==> config.mk <==
export PLATFORM = sky130hd
export DESIGN_NAME = dac_spi_serializer
export DESIGN_NICKNAME = d
export VERILOG_FILES = /design/src/rtl/dac_spi_serializer_pkg.sv /design/src/rtl/dac_spi_serializer_shift.sv /design/src/rtl/dac_spi_serializer.sv
export SDC_FILE = /design/constraint.sdc
export NUM_CORES = 1
export LEC_CHECK = 0
export CAP_MARGIN = 40
export CORE_MARGIN = 2
export CORE_UTILIZATION = 59
export CTS_BUF_LIST = sky130_fd_sc_hd__clkbuf_16
export CTS_CLUSTER_DIAMETER = 200
export DETAILED_ROUTE_END_ITERATION = 8
export GPL_ROUTABILITY_DRIVEN = 1
export PLACE_DENSITY_LB_ADDON = 0.12
export SLEW_MARGIN = 20
export SYNTH_ARGS = -nofsm -noshare
export SYNTH_HDL_FRONTEND = slang
export SYNTH_SLANG_ARGS = --single-unit
export TNS_END_PERCENT = 50
==> constraint.sdc <==
create_clock -name clk -period 4.59 [get_ports clk]
set_input_delay 1.377 -clock clk [delete_from_list [all_inputs] [get_ports clk]]
set_output_delay 1.377 -clock clk [all_outputs]
set_load 0.02 [all_outputs]
==> src/rtl/dac_spi_serializer_pkg.sv <==
// Shared types and helpers for the dual-channel DAC SPI serializer.
// Combinational only: no latency, no backpressure.
package dac_pkg;

  localparam int DAC_BITS   = 12;
  localparam int FRAME_BITS = 16;
  localparam int MID_CODE   = 2048;

  typedef enum logic [2:0] {
    IDLE,
    FRAME_A,
    GAP_A,
    FRAME_B,
    GAP_B,
    LDAC
  } dac_state_t;

  // Signed sample to offset-binary DAC code, clamped to the 12-bit range.
  function automatic logic [DAC_BITS-1:0] sat_to_code(input logic signed [15:0] sample);
    logic signed [16:0] sum;
    sum = 17'(sample) + 17'(MID_CODE);
    if (sum < 17'sd0) begin
      return '0;
    end else if (sum > 17'sd4095) begin
      return '1;
    end else begin
      return sum[DAC_BITS-1:0];
    end
  endfunction

  function automatic logic [FRAME_BITS-1:0] frame_word(input logic                sel,
                                                       input logic                buf_bit,
                                                       input logic                ga_n,
                                                       input logic                shdn_n,
                                                       input logic [DAC_BITS-1:0] code);
    return {sel, buf_bit, ga_n, shdn_n, code};
  endfunction

endpackage

==> src/rtl/dac_spi_serializer_shift.sv <==
// Mode-0 SPI shifter: one 16-bit word MSB first, 32*CLK_DIV cycles from start to done.
// No backpressure: start is only issued by the sequencer while the shifter is idle.
module spi_shift16
  import dac_pkg::*;
#(
  parameter int CLK_DIV = 2
) (
  input  logic                  clk,
  input  logic                  rst_n,
  input  logic                  start,
  input  logic [FRAME_BITS-1:0] word,
  output logic                  sclk,
  output logic                  sdi,
  output logic                  done
);

  localparam logic [7:0] DIV_LAST = 8'(CLK_DIV - 1);

  logic [7:0]            div_cnt;
  logic [3:0]            bit_cnt;
  logic [FRAME_BITS-1:0] shreg;
  logic                  active;
  logic                  tick;

  assign tick = active && (div_cnt == DIV_LAST);
  // done coincides with the 16th falling edge so the sequencer leaves the frame on that edge
  assign done = tick && sclk && (bit_cnt == 4'd15);
  assign sdi  = active & shreg[FRAME_BITS-1];

  always_ff @(posedge clk or negedge rst_n) begin
    if (!rst_n) begin
      div_cnt <= '0;
      bit_cnt <= '0;
      shreg   <= '0;
      active  <= 1'b0;
      sclk    <= 1'b0;
    end else if (start) begin
      div_cnt <= '0;
      bit_cnt <= '0;
      shreg   <= word;
      active  <= 1'b1;
      sclk    <= 1'b0;
    end else if (active) begin
      if (tick) begin
        div_cnt <= '0;
        sclk    <= ~sclk;
        if (sclk) begin
          shreg   <= shreg << 1;
          bit_cnt <= bit_cnt + 4'd1;
          if (bit_cnt == 4'd15) begin
            active <= 1'b0;
          end
        end
      end else begin
        div_cnt <= div_cnt + 8'd1;
      end
    end
  end

endmodule

==> src/rtl/dac_spi_serializer.sv <==
// Captures two samples, sends them as two SPI frames to a dual DAC, then pulses LDAC; 70*CLK_DIV busy cycles.
// No backpressure: a sample_valid arriving while busy is dropped and flagged in the sticky overrun bit.
module dac_spi_serializer
  import dac_pkg::*;
#(
  parameter int   CLK_DIV = 2,
  parameter logic GA_N    = 1'b1,
  parameter logic BUF     = 1'b0
) (
  input  logic        clk,
  input  logic        rst_n,
  input  logic [15:0] sample_a,
  input  logic [15:0] sample_b,
  input  logic [1:0]  run,
  input  logic        sample_valid,
  input  logic        overrun_clr,
  output logic        busy,
  output logic        overrun,
  output logic        cs_n,
  output logic        sclk,
  output logic        sdi,
  output logic        ldac_n
);

  localparam logic [8:0] PHASE_LAST = 9'(2 * CLK_DIV - 1);

  dac_state_t            state;
  dac_state_t            state_nxt;
  logic [8:0]            phase_cnt;
  logic [FRAME_BITS-1:0] word_a_nxt;
  logic [FRAME_BITS-1:0] word_b_nxt;
  logic [FRAME_BITS-1:0] word_b_q;
  logic [FRAME_BITS-1:0] shift_word;
  logic                  shift_start;
  logic                  shift_done;
  logic                  phase_end;

  assign word_a_nxt = frame_word(1'b0, BUF, GA_N, run[0], sat_to_code(sample_a));
  assign word_b_nxt = frame_word(1'b1, BUF, GA_N, run[1], sat_to_code(sample_b));
  assign phase_end  = (phase_cnt == PHASE_LAST);

  // Frame A loads straight from the inputs so bit 15 is on sdi the cycle cs_n falls.
  always_comb begin
    state_nxt   = state;
    shift_start = 1'b0;
    shift_word  = word_b_q;
    unique case (state)
      IDLE: begin
        if (sample_valid) begin
          state_nxt   = FRAME_A;
          shift_start = 1'b1;
          shift_word  = word_a_nxt;
        end
      end
      FRAME_A: if (shift_done) state_nxt = GAP_A;
      GAP_A: begin
        if (phase_end) begin
          state_nxt   = FRAME_B;
          shift_start = 1'b1;
        end
      end
      FRAME_B: if (shift_done) state_nxt = GAP_B;
      GAP_B:   if (phase_end) state_nxt = LDAC;
      LDAC:    if (phase_end) state_nxt = IDLE;
      default: state_nxt = IDLE;
    endcase
  end

  always_ff @(posedge clk or negedge rst_n) begin
    if (!rst_n) begin
      state     <= IDLE;
      phase_cnt <= '0;
      word_b_q  <= '0;
      busy      <= 1'b0;
      cs_n      <= 1'b1;
      ldac_n    <= 1'b1;
      overrun   <= 1'b0;
    end else begin
      state     <= state_nxt;
      phase_cnt <= (state_nxt != state) ? 9'd0 : phase_cnt + 9'd1;
      if ((state == IDLE) && sample_valid) begin
        word_b_q <= word_b_nxt;
      end
      busy   <= (state_nxt != IDLE);
      cs_n   <= !((state_nxt == FRAME_A) || (state_nxt == FRAME_B));
      ldac_n <= (state_nxt != LDAC);
      // a new overrun wins over a simultaneous clear
      if (sample_valid && busy) begin
        overrun <= 1'b1;
      end else if (overrun_clr) begin
        overrun <= 1'b0;
      end
    end
  end

  spi_shift16 #(
    .CLK_DIV(CLK_DIV)
  ) u_shift (
    .clk  (clk),
    .rst_n(rst_n),
    .start(shift_start),
    .word (shift_word),
    .sclk (sclk),
    .sdi  (sdi),
    .done (shift_done)
  );

endmodule

==> impl_results.md <==
- Run status: completed
- CTS Buf Count: 9
- Port bufs: 43
- Relative slew slack: between 40% and 50%
- Initial antenna violation count: 0
- Final worst setup slack: approximately 1600 ps
- FP Rows: 26
- Cell Area, Synth: 3090 µm²
- Combinational share of power: 20.9%
- Post-route clock period utilization: 64.1%
- Area taken by multi-input logic gates: around 1500 µm²
- Pleak: between 1.5 and 2 nW
- Critical path arrival: roughly 1600 ps
- Grt total ovfl: 0
- Sequential share of power: ~43%
- F_max: 0.340 GHz
- Number of synthesized register bits: 60
- Via count of the routed design: 2581
- Die area: 5840 µm²
- Filler cells: 365
- Die width: 76.4 µm
- I/O pin cnt: 44
- Global-route wire length before repair: 11500 µm
- Avg Cell Area, Syn: between 9 and 10 µm²
- CTS Sinks: 60
- Share of layout cells above drive strength 1: roughly 7.3%
- Area of the core: 5070 µm²
- GPL Wtd Cong: around 0.84
- Distinct cells, synth: 46
- # DRC: 0
- Drt first-iter violations: between 150 and 200
- Setup violators final: 0
- Top_reg_cell synth: dfrtp_1
- Hold Path Class: register to register
- Pwr dens: approximately 530 nW/µm²
- Max-cap violations: 0
- Hold_buf cts: 0
- Synth-to-Final Area Change: 25.9%
- GR Util All Layers: approximately a quarter
- Average wire per standard cell: 15.0 µm
- Skew-Pair Late Insertion Delay: approximately 320 ps
- H-tree depth: 3
- Register area: ~1500 µm²
- CP max-delay cell: clkdlybuf4s50_1
- Fin area: slightly below 4000 µm²
- Clock power share: a little over a third
- Worst-path fanout max: 8
- P_sw: ~0.0006 W
- Setup slack at placement: 1410 ps
- DP Area: 3560 µm²
- Yosys warnings: 0
- Min Hold Slack: 479 ps
- Total Wirelength: 6760 µm
- Post-synthesis cell count: ~340
- Largest net degree at the start of global routing: 30
- Final hold vios: 0
- Setup bufs post-CTS: 0
- Pins over their slew limit: 0
- CTS max path bufs: 2
- CTS resizes: 0
- Nets@finish: 422
- Min cycle time layout: approximately 3000 ps
- Syn Nets: 381
- Maximum VDD drop: 0.388 mV
- Tightest Pin Transition: 819 ps
- Number of global-route vias before repair: 2463
- Internal: 0.00147 W
- Die Y-Extent: 76.4 µm
- ANT cells: 0
- Via/cell ratio: roughly 5.7
- Starting Density: 60.9%
- Worst Path Class, Setup: register to primary output
- Crit-path cells: and2_1 -> clkdlybuf4s50_1
- Root buffer cell: clkbuf_16
- Critical Path Start Type: register
- Dpl hpwl: around 4500 µm
- Share of the yosys chip area belonging to registers: 48.6%
- Crit. End Element: primary output
- Routed Antenna Nets: 0
- Setup TNS: 0 ps
- Clock Skew: between 6 and 7 ps
- Number of flops mapped to enable cells by yosys: 0
- Ys async rst share: between 90% and 100%
- RSZ-0062 raised after global routing: false
- DR pass1 iterations: 5
- Req. time, crit path: 3210 ps
- CTS tree: built
- Sw frac: 29.0%
- CTS clk-pin slew, worst paths: 50 ps
- Crit-path max cell delay: just under 600 ps
[worst max-delay path, delay by kind of cell (launching register included)]
kind,cells,cell delay [ps]
buffers and inverters,1,590
flip-flops,1,490
AND/OR/NAND/NOR,1,170
[final timing paths]
kind                                    start                 end  slack, ps  cells past startpoint
max reg2reg                u_shift.div_cnt[3]        phase_cnt[5]       2060                      5
min reg2reg                       word_b_q[3]         word_b_q[3]        480                      2
max in group asynchronous               rst_n    u_shift.shreg[3]       2960                      2
max                            u_shift.active                 sdi       1650                      2
min                               word_b_q[3]         word_b_q[3]        480                      2
min in group asynchronous               rst_n  u_shift.div_cnt[5]       1030                      1
[cells in the mapped netlist, types with 2 or more instances]
master    count  share of area, %
a31oi_1       4              0.81
mux2_2        2              0.73
nand2_1      55               6.7
a32oi_1      10               2.8
dfstp_2       2               1.7
mux2i_1       3              0.97
buf_6         3               1.1
nand3b_1      2              0.49
inv_1         8              0.97
a21oi_1      16               2.6
xor2_1        8               2.3
buf_2         5              0.81
xnor2_1      10               2.8
dfrtp_1      58                47
clkbuf_1      9               1.1
nor3_1        2              0.32
nand2b_1      5               1.0
nand3_1       8               1.3
a21o_1        2              0.49
a211o_1       2              0.57
nor4_1        2              0.40
o211ai_1      2              0.49
nor2b_1       2              0.40
and2_1        2              0.40
nand4_1      12               2.4
ha_1          8               3.2
o21ai_0      29               4.7
and3_1        4              0.81
nor2_1       43               5.2
[power groups by stage]
stage	sequential, W	combinational (W)	clock, W
after detailed placement	0.000896	0.000427	0
after CTS	0.000898	0.000442	0.000747
final	0.000902	0.000435	0.000740
after global placement	0.000888	0.000402	0
after global routing	0.000926	0.000495	0.000773
after floorplan	0.000859	0.000306	0
[per-layer routing]
metal	wire, µm	part of all wire (%)	global-route usage [%]	up-vias
met2	3300	49	40.2	77
met1	3060	45	32.3	1231
met3	302	4.5	6.87	17
li1	-	-	-	1256
met4	96	1.4	8.73	0
met5	0	0	0	-
[placed cells by master (no fill, tap or decap), types with 9 or more instances in the layout]
| cell | instances |
|---|---|
| clkdlybuf4s50_1 | 42 |
| a21oi_1 | 16 |
| clkbuf_16 | 9 |
| a32oi_1 | 10 |
| nand2_1 | 55 |
| nor2_1 | 43 |
| nand4_1 | 12 |
| dfrtp_1 | 58 |
| o21ai_0 | 29 |
| xnor2_1 | 10 |
[area by class of cell]
class                   count  area share, %
clock inverters             7           2.70
well taps                  70           2.25
multi-input cells         249           37.4
repair buffers             48           12.4
flip-flops and latches     60           38.6
clock buffers               9           5.79
inverters                   8          0.771
[stage by stage]
stage	total power, W	std cells	util [%]
2_1_floorplan	0.00117	335	-
3_3_place_gp	0.00129	433	69.5
3_5_place_dp	0.00132	435	70.2
4_1_cts	0.00209	451	76.7
5_1_grt	0.00219	451	76.7
6_report	0.00208	451	76.7
[kinds of logic (layout without fill, tap and decap cells)]
group	after synthesis	count (layout)	share of synthesized area [%]
flops	60	60	48.6
buf+inv	26	72	4.21
compound gates	74	74	15.0
mux	5	5	1.70
simple gates	144	144	22.1
xor+xnor	18	18	5.10
fa+ha+maj	8	8	3.24
[sequential cells by signal, summed over array words and instances, names as in the netlist]
signal,cells
busy,1
cs_n,1
ldac_n,1
overrun,1
phase_cnt,9
state,3
u_shift.active,1
u_shift.bit_cnt,4
u_shift.div_cnt,8
u_shift.sclk,1
u_shift.shreg,16
word_b_q,14
Note: power is estimated with default switching activity, not from simulation.
